<file path="config.mk">
export PLATFORM = sky130hd
export DESIGN_NAME = vector_lsu_flat
export DESIGN_NICKNAME = d
export VERILOG_FILES = /design/src/rtl/vector_lsu_if.sv /design/src/rtl/vector_lsu.sv /design/src/flat_wrapper.sv
export SDC_FILE = /design/constraint.sdc
export NUM_CORES = 1
export LEC_CHECK = 0
export ABC_AREA = 1
export BUFFER_PORTS_ARGS = -buffer_cell sky130_fd_sc_hd__buf_2
export CAP_MARGIN = 25
export CORE_AREA = 2 2 271 273
export CTS_BUF_LIST = sky130_fd_sc_hd__clkbuf_8
export CTS_CLUSTER_SIZE = 25
export DETAILED_ROUTE_END_ITERATION = 10
export DIE_AREA = 0 0 273 275
export PLACE_DENSITY_LB_ADDON = 0.08
export SYNTH_ARGS = -nofsm -noshare
export SYNTH_HDL_FRONTEND = slang
export SYNTH_SLANG_ARGS = --single-unit
</file>
<file path="constraint.sdc">
create_clock -name clk -period 3.3 [get_ports clk]
set_input_delay 0.495 -clock clk [delete_from_list [all_inputs] [get_ports clk]]
set_output_delay 0.495 -clock clk [all_outputs]
set_load 0.01 [all_outputs]
</file>
<file path="src/rtl/vector_lsu_if.sv">
// Bundles the request/response handshake and the scalar D-bus of the vector load/store engine.
// slave = the engine's view, master = the requester / bus-model side.
interface vector_lsu_if #(
  parameter int VL     = 8,
  parameter int SEW    = 32,
  parameter int ADDR_W = 32
);
  localparam int VL_W = $clog2(VL + 1);

  logic              req_valid;
  logic              req_ready;
  logic              req_write;
  logic [ADDR_W-1:0] req_addr;
  logic [ADDR_W-1:0] req_stride;
  logic [VL_W-1:0]   req_vl;
  logic [VL-1:0]     req_mask;
  logic [VL*SEW-1:0] req_vdata;
  logic              resp_valid;
  logic              resp_ready;
  logic [VL*SEW-1:0] resp_vdata;
  logic              busy;
  logic              D_enable;
  logic              D_write;
  logic [ADDR_W-1:0] D_addr;
  logic [SEW-1:0]    D_wdata;
  logic              D_ready;
  logic [SEW-1:0]    D_rdata;

  modport slave (
    input  req_valid, req_write, req_addr, req_stride, req_vl, req_mask, req_vdata,
    input  resp_ready, D_ready, D_rdata,
    output req_ready, resp_valid, resp_vdata, busy,
    output D_enable, D_write, D_addr, D_wdata
  );

  modport master (
    output req_valid, req_write, req_addr, req_stride, req_vl, req_mask, req_vdata,
    output resp_ready, D_ready, D_rdata,
    input  req_ready, resp_valid, resp_vdata, busy,
    input  D_enable, D_write, D_addr, D_wdata
  );
endinterface

</file>
<file path="src/rtl/vector_lsu.sv">
// Vector load/store engine: walks up to VL strided elements, one D-bus beat per active element,
// and returns the assembled register (mask- and tail-undisturbed) with a completion handshake.
module vector_lsu #(
  parameter int VL     = 8,
  parameter int SEW    = 32,
  parameter int ADDR_W = 32
) (
  input  logic         clk,
  input  logic         rst,
  vector_lsu_if.slave  bus
);
  localparam int VL_W  = $clog2(VL + 1);
  localparam int IDX_W = (VL > 1) ? $clog2(VL) : 1;

  typedef enum logic [1:0] {IDLE, STEP, BEAT, DONE} state_t;

  state_t            state_q, state_d;
  logic [IDX_W-1:0]  cnt_q, cnt_d;
  logic              write_q, write_d;
  logic [ADDR_W-1:0] eaddr_q, eaddr_d;
  logic [ADDR_W-1:0] stride_q, stride_d;
  logic [VL_W-1:0]   vl_q, vl_d;
  logic [VL-1:0]     mask_q, mask_d;
  logic [SEW-1:0]    elem_q [VL];
  logic [SEW-1:0]    elem_d [VL];
  logic              d_enable_q, d_enable_d;
  logic              d_write_q, d_write_d;
  logic [ADDR_W-1:0] d_addr_q, d_addr_d;
  logic [SEW-1:0]    d_wdata_q, d_wdata_d;

  logic             accept, beat, last, next_on;
  logic [IDX_W-1:0] cnt_inc;

  assign accept  = bus.req_valid && (state_q == IDLE);
  assign beat    = (state_q == BEAT) && d_enable_q && bus.D_ready;
  assign last    = (VL_W'(cnt_q) == vl_q - VL_W'(1));
  assign cnt_inc = cnt_q + IDX_W'(1);
  assign next_on = mask_q[cnt_inc];

  // State register plus datapath flops; reset aborts any transfer immediately.
  always_ff @(posedge clk or negedge rst) begin
    if (!rst) begin
      state_q    <= IDLE;
      cnt_q      <= '0;
      write_q    <= 1'b0;
      eaddr_q    <= '0;
      stride_q   <= '0;
      vl_q       <= '0;
      mask_q     <= '0;
      elem_q     <= '{default: '0};
      d_enable_q <= 1'b0;
      d_write_q  <= 1'b0;
      d_addr_q   <= '0;
      d_wdata_q  <= '0;
    end else begin
      state_q    <= state_d;
      cnt_q      <= cnt_d;
      write_q    <= write_d;
      eaddr_q    <= eaddr_d;
      stride_q   <= stride_d;
      vl_q       <= vl_d;
      mask_q     <= mask_d;
      elem_q     <= elem_d;
      d_enable_q <= d_enable_d;
      d_write_q  <= d_write_d;
      d_addr_q   <= d_addr_d;
      d_wdata_q  <= d_wdata_d;
    end
  end

  // Next-state logic
  always_comb begin
    state_d = state_q;
    case (state_q)
      IDLE: if (accept) state_d = (bus.req_vl == '0) ? DONE : STEP;
      STEP: begin
        if (mask_q[cnt_q]) state_d = BEAT;
        else if (last)     state_d = DONE;
      end
      BEAT: if (beat) state_d = last ? DONE : (next_on ? BEAT : STEP);
      DONE: if (bus.resp_ready) state_d = IDLE;
      default: state_d = IDLE;
    endcase
  end

  // Datapath: eaddr_q tracks base + cnt*stride incrementally, which is identical mod 2^ADDR_W.
  always_comb begin
    cnt_d      = cnt_q;
    write_d    = write_q;
    eaddr_d    = eaddr_q;
    stride_d   = stride_q;
    vl_d       = vl_q;
    mask_d     = mask_q;
    elem_d     = elem_q;
    d_enable_d = d_enable_q;
    d_write_d  = d_write_q;
    d_addr_d   = d_addr_q;
    d_wdata_d  = d_wdata_q;
    case (state_q)
      IDLE: begin
        if (accept) begin
          cnt_d    = '0;
          write_d  = bus.req_write;
          eaddr_d  = bus.req_addr;
          stride_d = bus.req_stride;
          vl_d     = bus.req_vl;
          mask_d   = bus.req_mask;
          for (int i = 0; i < VL; i++) elem_d[i] = bus.req_vdata[i*SEW +: SEW];
        end
      end
      STEP: begin
        if (mask_q[cnt_q]) begin
          d_enable_d = 1'b1;
          d_write_d  = write_q;
          d_addr_d   = eaddr_q;
          d_wdata_d  = elem_q[cnt_q];
        end else if (!last) begin
          cnt_d   = cnt_inc;
          eaddr_d = eaddr_q + stride_q;
        end
      end
      BEAT: begin
        if (beat) begin
          if (!write_q) elem_d[cnt_q] = bus.D_rdata;
          if (last) begin
            d_enable_d = 1'b0;
          end else begin
            cnt_d   = cnt_inc;
            eaddr_d = eaddr_q + stride_q;
            if (next_on) begin
              d_addr_d  = eaddr_q + stride_q;
              d_wdata_d = elem_q[cnt_inc];
            end else begin
              d_enable_d = 1'b0;
            end
          end
        end
      end
      DONE: if (bus.resp_ready) cnt_d = '0;
      default: ;
    endcase
  end

  // Outputs
  always_comb begin
    bus.req_ready  = (state_q == IDLE);
    bus.resp_valid = (state_q == DONE);
    bus.busy       = (state_q != IDLE);
  end

  assign bus.D_enable = d_enable_q;
  assign bus.D_write  = d_write_q;
  assign bus.D_addr   = d_addr_q;
  assign bus.D_wdata  = d_wdata_q;

  for (genvar gi = 0; gi < VL; gi++) begin : g_pack
    assign bus.resp_vdata[gi*SEW +: SEW] = elem_q[gi];
  end
endmodule
</file>
<file path="src/flat_wrapper.sv">
// flat-port wrapper written by rule: the top's interface ports become plain ports
module vector_lsu_flat 
#(
  parameter int VL     = 8,
  parameter int SEW    = 32,
  parameter int ADDR_W = 32
)
  (clk, rst, bus_req_valid, bus_req_write, bus_req_addr, bus_req_stride, bus_req_vl, bus_req_mask, bus_req_vdata, bus_resp_ready, bus_D_ready, bus_D_rdata, bus_req_ready, bus_resp_valid, bus_resp_vdata, bus_busy, bus_D_enable, bus_D_write, bus_D_addr, bus_D_wdata);
  vector_lsu_if #(.VL(VL), .SEW(SEW), .ADDR_W(ADDR_W)) bus_i ();
  input  logic clk;
  input  logic rst;
  input wire logic [$bits(bus_i.req_valid)-1:0] bus_req_valid;
  input wire logic [$bits(bus_i.req_write)-1:0] bus_req_write;
  input wire logic [$bits(bus_i.req_addr)-1:0] bus_req_addr;
  input wire logic [$bits(bus_i.req_stride)-1:0] bus_req_stride;
  input wire logic [$bits(bus_i.req_vl)-1:0] bus_req_vl;
  input wire logic [$bits(bus_i.req_mask)-1:0] bus_req_mask;
  input wire logic [$bits(bus_i.req_vdata)-1:0] bus_req_vdata;
  input wire logic [$bits(bus_i.resp_ready)-1:0] bus_resp_ready;
  input wire logic [$bits(bus_i.D_ready)-1:0] bus_D_ready;
  input wire logic [$bits(bus_i.D_rdata)-1:0] bus_D_rdata;
  output wire logic [$bits(bus_i.req_ready)-1:0] bus_req_ready;
  output wire logic [$bits(bus_i.resp_valid)-1:0] bus_resp_valid;
  output wire logic [$bits(bus_i.resp_vdata)-1:0] bus_resp_vdata;
  output wire logic [$bits(bus_i.busy)-1:0] bus_busy;
  output wire logic [$bits(bus_i.D_enable)-1:0] bus_D_enable;
  output wire logic [$bits(bus_i.D_write)-1:0] bus_D_write;
  output wire logic [$bits(bus_i.D_addr)-1:0] bus_D_addr;
  output wire logic [$bits(bus_i.D_wdata)-1:0] bus_D_wdata;
  assign bus_i.req_valid = bus_req_valid;
  assign bus_i.req_write = bus_req_write;
  assign bus_i.req_addr = bus_req_addr;
  assign bus_i.req_stride = bus_req_stride;
  assign bus_i.req_vl = bus_req_vl;
  assign bus_i.req_mask = bus_req_mask;
  assign bus_i.req_vdata = bus_req_vdata;
  assign bus_i.resp_ready = bus_resp_ready;
  assign bus_i.D_ready = bus_D_ready;
  assign bus_i.D_rdata = bus_D_rdata;
  assign bus_req_ready = bus_i.req_ready;
  assign bus_resp_valid = bus_i.resp_valid;
  assign bus_resp_vdata = bus_i.resp_vdata;
  assign bus_busy = bus_i.busy;
  assign bus_D_enable = bus_i.D_enable;
  assign bus_D_write = bus_i.D_write;
  assign bus_D_addr = bus_i.D_addr;
  assign bus_D_wdata = bus_i.D_wdata;
  vector_lsu #(.VL(VL), .SEW(SEW), .ADDR_W(ADDR_W)) u_core (.clk(clk), .rst(rst), .bus(bus_i));
endmodule
</file>
# Word-level counts from Yosys, hierarchy flattened
# Index checks and enable logic that the tools add are counted.
# Widths: inputs -> output; s select.
# word_totals
reg_bits	404
input_bits	370
output_inout_bits	325
elab_cells	113
# classes
n_addsub	3
magnitude_cmp	5
n_eq_ne	14
muxes	52
n_bitwise	2
reduce_logical	18
# ops
cell	n
$mux 256	3
$mux 32	17
$pmux 256 s2	1
$bwmux 256	1
$bmux 32 s3	2
$pmux 32 s2	2
$demux 32 s3	1
$pmux 32 s3	1
$add 32x32->32	1
$reduce_and 4->1	5
$mux 2	8
$mux 3	5
$pmux 3 s4	1
$ge 4x4->1 const B	2
$lt 3x4->1 const B	2
$ne 2x1->1 const B	4
$ne 2x2->1 const B	4
$not 3->4	2
$pmux 2 s4	1
$bmux 1 s3	2
$mux 1	6
$reduce_bool 2->1	3
$reduce_and 5->1	1
$eq 2x2->1 const B	2
13 further kinds	17

# Longest topological paths before layout
# depth
depth_word	9
ltp_mapped	15

# Least setup slack after synthesis
# Ideal clock, no wire load.
# synth_timing
path_type	reg-to-reg
startpoint	register u_core.state_q[0]
endpoint	register u_core.elem_q, in the netlist u_core.bus.resp_vdata[10]
arrival_ns	1.962
required_time_ns	3.173
slack_ns	1.211
stages_incl_launch_ff	12
n_path_buf	1
synth_period_minus_slack_ns	2.089
path_cell_list	dfrtp_1 -> inv_1 -> ha_1 -> inv_1 -> or2_1 -> nand2_1 -> inv_2 -> o211ai_4 -> inv_4 -> nand2_4 -> buf_2 -> a21oi_1
# synth_between
word_cells_on_any_way	11
# synth_lines
item	line_no	rtl
start: declaration	vector_lsu.sv:17	state_t state_q, state_d;
start signal: assignment	vector_lsu.sv:56	state_q <= state_d;
$logic_not 2->1 *	--	
via bus_req_ready	flat_wrapper.sv:22	output wire logic [$bits(bus_i.req_ready)-1:0] bus_req_ready;
$logic_and 1x1->1	vector_lsu.sv:34	assign accept = bus.req_valid && (state_q == IDLE);
$ne 2x1->1 (no line)	--	
$reduce_and 4->1 (no line)	--	
end signal: assignment	vector_lsu.sv:63	elem_q <= elem_d;
end: declaration	vector_lsu.sv:24	logic [SEW-1:0] elem_q [VL];
# The timed path passes the listed nets; every way through them passes the cells marked *.
# A chain may end at the register's enable or synchronous reset.

# Worst setup path after layout
# layout_timing
startpoint	register u_core.cnt_q[0]
endpoint	register u_core.d_wdata_q[16], in the netlist u_core.bus.D_wdata[16]
# layout_between
elab_chain_cells	9
word_cells_on_any_way	23
# layout_rtl
item	line_no	rtl
start: declaration	vector_lsu.sv:18	logic [IDX_W-1:0] cnt_q, cnt_d;
start signal: assignment	vector_lsu.sv:57	cnt_q <= cnt_d;
$add 3x1->3	vector_lsu.sv:37	assign cnt_inc = cnt_q + IDX_W'(1);
$not 3->4 (implied by the code)	vector_lsu.sv:132	d_wdata_d = elem_q[cnt_inc];
$bmux 32 s3	vector_lsu.sv:132	
$mux 32 (implied by the code) (2 in series)	vector_lsu.sv:132	
$mux 32	vector_lsu.sv:130	if (next_on) begin
$mux 32	vector_lsu.sv:125	if (last) begin
$mux 32	vector_lsu.sv:123	if (beat) begin
$pmux 32 s2	vector_lsu.sv:99	case (state_q)
end signal: assignment	vector_lsu.sv:67	d_wdata_q <= d_wdata_d;
end: declaration	vector_lsu.sv:29	logic [SEW-1:0] d_wdata_q, d_wdata_d;
# Parallel ways exist; a longest one is shown, timed or not. The select of a mux whose other input is x is not followed.

==> impl.org <==
** Synthesis
- The number of different library cells used by synthesis comes to 44.
- Most instantiated flip-flop cell in the synthesis netlist :: dfrtp_1
- For this run, the number of Yosys warnings is 0.
- Post-Syn Nets :: 4082
- The synthesized design contains 0 enable-type register cells.
- The synthesized design spends more area on one cell type than any other, namely dfrtp_1.
- By area the synthesized netlist is led by dfrtp_1 (40%), nand2_1 (15%), o21ai_0 (9.7%), inv_1 (5.8%), a21oi_1 (5.0%).
- In the synthesized netlist, the cells that appear most often are nand2_1 (1020), o21ai_0 (493), dfrtp_1 (404).
- Synthesis-stage register bit count :: 404
- Gate Count Post-Synth :: 3674
- Of the post-synthesis cell area, the dominant cell type holds 39.84%.
- nand2_1 is the most common cell in the netlist.
- Fraction of the yosys area taken by sequential cells :: 39.84%
- Each instance of the synthesized netlist takes up on average 6.906 um2.
- Counting flops with an async set or reset pin after synthesis yields a share of 100.0%.
- The mapped netlist covers 25370 um2.

** STA
- The number of pins with negative max-slew slack in the final report was 0.
- Subtracting the final worst setup slack from the clock period gives 2.870 ns.
- At the pin with the least slew margin, the transition time is 1.047 ns.
- Worst slew margin :: 30.21%
- Final Setup Violations :: 0
- Max Clock Skew :: 0.04109 ns
- Setup repair after global routing left no endpoint under its margin.
- Adding up every negative setup slack in the final design gives 0 ns.
- Number of failing hold endpoints at the final stage :: 0
- The tightest hold path in the finished design has a slack of 0.04600 ns.
- Ratio of final minimum period to clock period :: 86.97%
- Timing would allow up to 348.4 MHz.

** Power
- Net switching is 54.54% of the power.
- IR analysis of the VDD net gives a maximum drop of 705.9 uV.
- Power per cell area :: 1289 nW/um2
- In this run the power spent charging and discharging nets is 22.31 mW.
- Power after layout :: 40.91 mW
- Leakage :: 16.51 nW
- Of the total power, the clock network draws 13.2%.
- Cell internal power was estimated by the tool at 18.60 mW.
- Registers are responsible for 23.5% of the overall power.
- Share of power burned in combinational logic :: 63.3%

** Die
- The core region is 72340 um2.
- The die covers 75080 um2.
- Measured along the x axis, the die boundary spans 273 um.
- Chip Height :: 275 um
- For this configuration, the core starts out at a cell density of 35.08%.
- Pin placement for this block handled 695 I/O pins.
- The floorplan has 99 rows.

** GRT
- The first global-routing pass estimated 183000 um of wire.
- GRT met3 Usage :: 6.651%
- Global routing's busiest layer :: met2
- Met2 track demand over resource :: 51.96%
- The number of antenna violations at the first check in global routing is 17.
- Entering global routing, the biggest net connects 98 pins.
- Aggregate global-route resource usage :: 32.81%
- Met1 Use GR :: 43.50%
- The number of global-route vias before repair was 27381.
- Global routing finished with a remaining overflow of 0.

** Placed design
- Routability-driven placement finished with a final weighted congestion of 0.9320.
- Placed inst area :: 29970 um2
- Detailed-placement wirelength estimate :: 90460 um
- Buffers on Ports :: 694

** Worst setup path
- The endpoint identified for the worst register-to-register timing path is u_core.bus.D_wdata[16]$_DFFE_PN0P_.
- Setup slack, reg-to-reg :: 0.43 ns
- Setup crit end :: u_core.bus.D_wdata[16]$_DFFE_PN0P_
- The largest single stage delay on the critical path is 0.74 ns.
- Kind of cell with the highest combined delay on the critical path :: simple AND/OR/NAND/NOR gates
- In this run the critical register-to-register path is launched from u_core.cnt_q[0]$_DFFE_PN0P_.
- Cell with the most instances on the worst path :: nand2_1
- Number of buffer and inverter stages on the critical path :: 1
- The number of cells on the worst reg-to-reg path is 10.
- Worst setup path category :: register to register
- Tracing the worst setup path back leads to its startpoint at u_core.cnt_q[0]$_DFFE_PN0P_.
- Worst path cell trace :: ha_4 > nand3_1 > nand3_1 > nand2_1 > nand2_1 > nand2_2 > nor2_8 > buf_4 > o21ai_0 > nand2_1
- STA classifies the critical path endpoint as a register.
- Data on the critical path is required at its endpoint by 3.90 ns.
- Category of the worst setup path launch point :: register
- Data arrives at the worst endpoint at 3.47 ns.
- Counting buffers and inverters, the worst setup path is 10 cells deep.
- Largest driver fanout on the critical path :: 54
- The largest individual stage delay along the critical path comes from the cell buf_4.

** Clock tree
- TritonCTS built the clock tree.
- CTS root buf :: clkbuf_8
- Counting every sink on the clock net gives 404.
- The clock passes through at most 3 buffers.
- Clock latency on the worst-skew pair, taken at its later pin, is 0.70 ns.
- Inserted Clock Buffers :: 80
- After clock tree synthesis, the clock-pin slew on the worst setup and hold paths is 0.06 ns.
- H-Tree Level Count :: 3

** Finish
- Storage element area :: 10110 um2
- Final design instance area without fill :: 31740 um2
- Layout cell share with drive strength beyond 1 :: 22.31%
- Summing all multi-input logic gate instances after layout gives 12780 um2.
- Relative to the synthesized area, the layout overhead comes to 25.09%.
- Post-layout nets :: 4715
- After filler insertion, the fill cell instance count of the layout stands at 7845.

** Route
- Detailed routing inserted a total of 28366 vias.
- After the first detailed-routing iteration, the DRC count stood at 2443.
- Drt drc :: 0
- Dividing the detail-routed via count by the number of cells gives 5.315.
- In the final routed layout, each cell accounts on average for 23.70 um.
- Detailed Routing Iterations Pass 1 :: 7
- Once detail routing completed, the nets flagged for antenna violations numbered 0.
- After detailed routing, the total wire length is 126500 um.

** Min path
- Class of the tightest hold or removal check :: input port to register

** Status
- Run status :: finished, final reports clean

** Run
- Max_cap viols :: 0
## per-stage QoR
stage	util, %	worst slack, ns	std cells
2_1_floorplan	-	1.211	3674
3_3_place_gp	41.43	0.5188	5173
3_5_place_dp	41.43	0.4513	5173
4_1_cts	43.83	0.4405	5324
5_1_grt	43.86	0.2037	5332
6_report	43.88	0.4300	5337
## logic make-up (layout without fill, tap and decap cells)
logic type      count (synthesis)  count (layout)  share of synthesized area (%)
mux                            37              37                          1.632
compound gates                963             963                          20.56
xor+xnor                       15              15                         0.5918
other cells                     0              13                              0
buf+inv                       632            1323                          10.15
simple gates                 1585            1585                          25.32
fa+ha+maj                      38              38                          1.903
flops                         404             404                          39.84
## cell usage in the layout, fill, tap and decap left out, types with 13 or more instances in the layout
cell | synthesis | final
a211oi_1 | 64 | 64
a21oi_1 | 253 | 253
a31oi_1 | 14 | 14
buf_12 | 0 | 23
buf_2 | 77 | 693
buf_4 | 13 | 54
clkbuf_8 | 0 | 101
dfrtp_1 | 404 | 403
diode_2 | 0 | 13
ha_1 | 37 | 35
inv_1 | 391 | 414
mux2_2 | 35 | 35
nand2_1 | 1020 | 1015
nand3_1 | 191 | 189
nor2_1 | 285 | 285
nor3_1 | 37 | 37
o21ai_0 | 493 | 493
o21ai_1 | 33 | 33
o22ai_1 | 90 | 90
or2_2 | 13 | 13
## registers in the layout, indices dropped and copies added (netlist names)
register / cells
u_core.state_q: 2
u_core.stride_q: 32
u_core.bus.resp_vdata: 256
u_core.bus.D_addr: 32
u_core.bus.D_enable: 1
u_core.bus.D_write: 1
u_core.write_q: 1
u_core.eaddr_q: 32
u_core.vl_q: 4
u_core.mask_q: 8
u_core.bus.D_wdata: 32
u_core.cnt_q: 3
## worst min path at each step
stage                                             from                                  to  slack, ns  cells past startpoint
CTS                                 bus_req_stride[29]     u_core.stride_q[29]$_DFFE_PN0P_      0.002                      2
global placement    u_core.bus.D_wdata[19]$_DFFE_PN0P_  u_core.bus.D_wdata[19]$_DFFE_PN0P_       0.45                      2
global route                         bus_req_stride[4]      u_core.stride_q[4]$_DFFE_PN0P_       0.02                      2
detailed placement  u_core.bus.D_wdata[25]$_DFFE_PN0P_  u_core.bus.D_wdata[25]$_DFFE_PN0P_       0.46                      2
floorplan                                          rst    u_core.bus.D_addr[0]$_DFFE_PN0P_       0.20                      0
finish                              bus_req_stride[19]     u_core.stride_q[19]$_DFFE_PN0P_       0.05                      2
## layer usage
layer  wire length (um)  part of all wire (%)
met4               5606                   4.4
met3              10220                   8.1
met5                 31                 0.025
met2              57240                    45
met1              53400                    42
## area by class of cell
type                            count  area share [%]
Antenna cell                       13          0.1025
Clock buffer                      101           4.380
Timing Repair Buffer              782           14.05
Clock inverter                     39          0.7529
Sequential cell                   404           31.86
Tap cell                          959           3.780
Multi-Input combinational cell   2638           40.27
Inverter                          401           4.802
## repair_timing
action,in CTS,in global routing
hold buffers,11,0
resized for setup,0,0
hold endpoints to repair,74,0
buffers inserted,0,0
## power groups by stage
stage,Sequential [mW],Clock [mW],Combinational [mW]
final,9.61,5.40,25.9
after global routing,9.83,5.68,28.6
after CTS,9.54,5.47,25.7
after detailed placement,9.60,0,25.7
after global placement,9.60,0,25.5
after floorplan,9.83,0,15.2
Power figures use the tool's default switching activity.
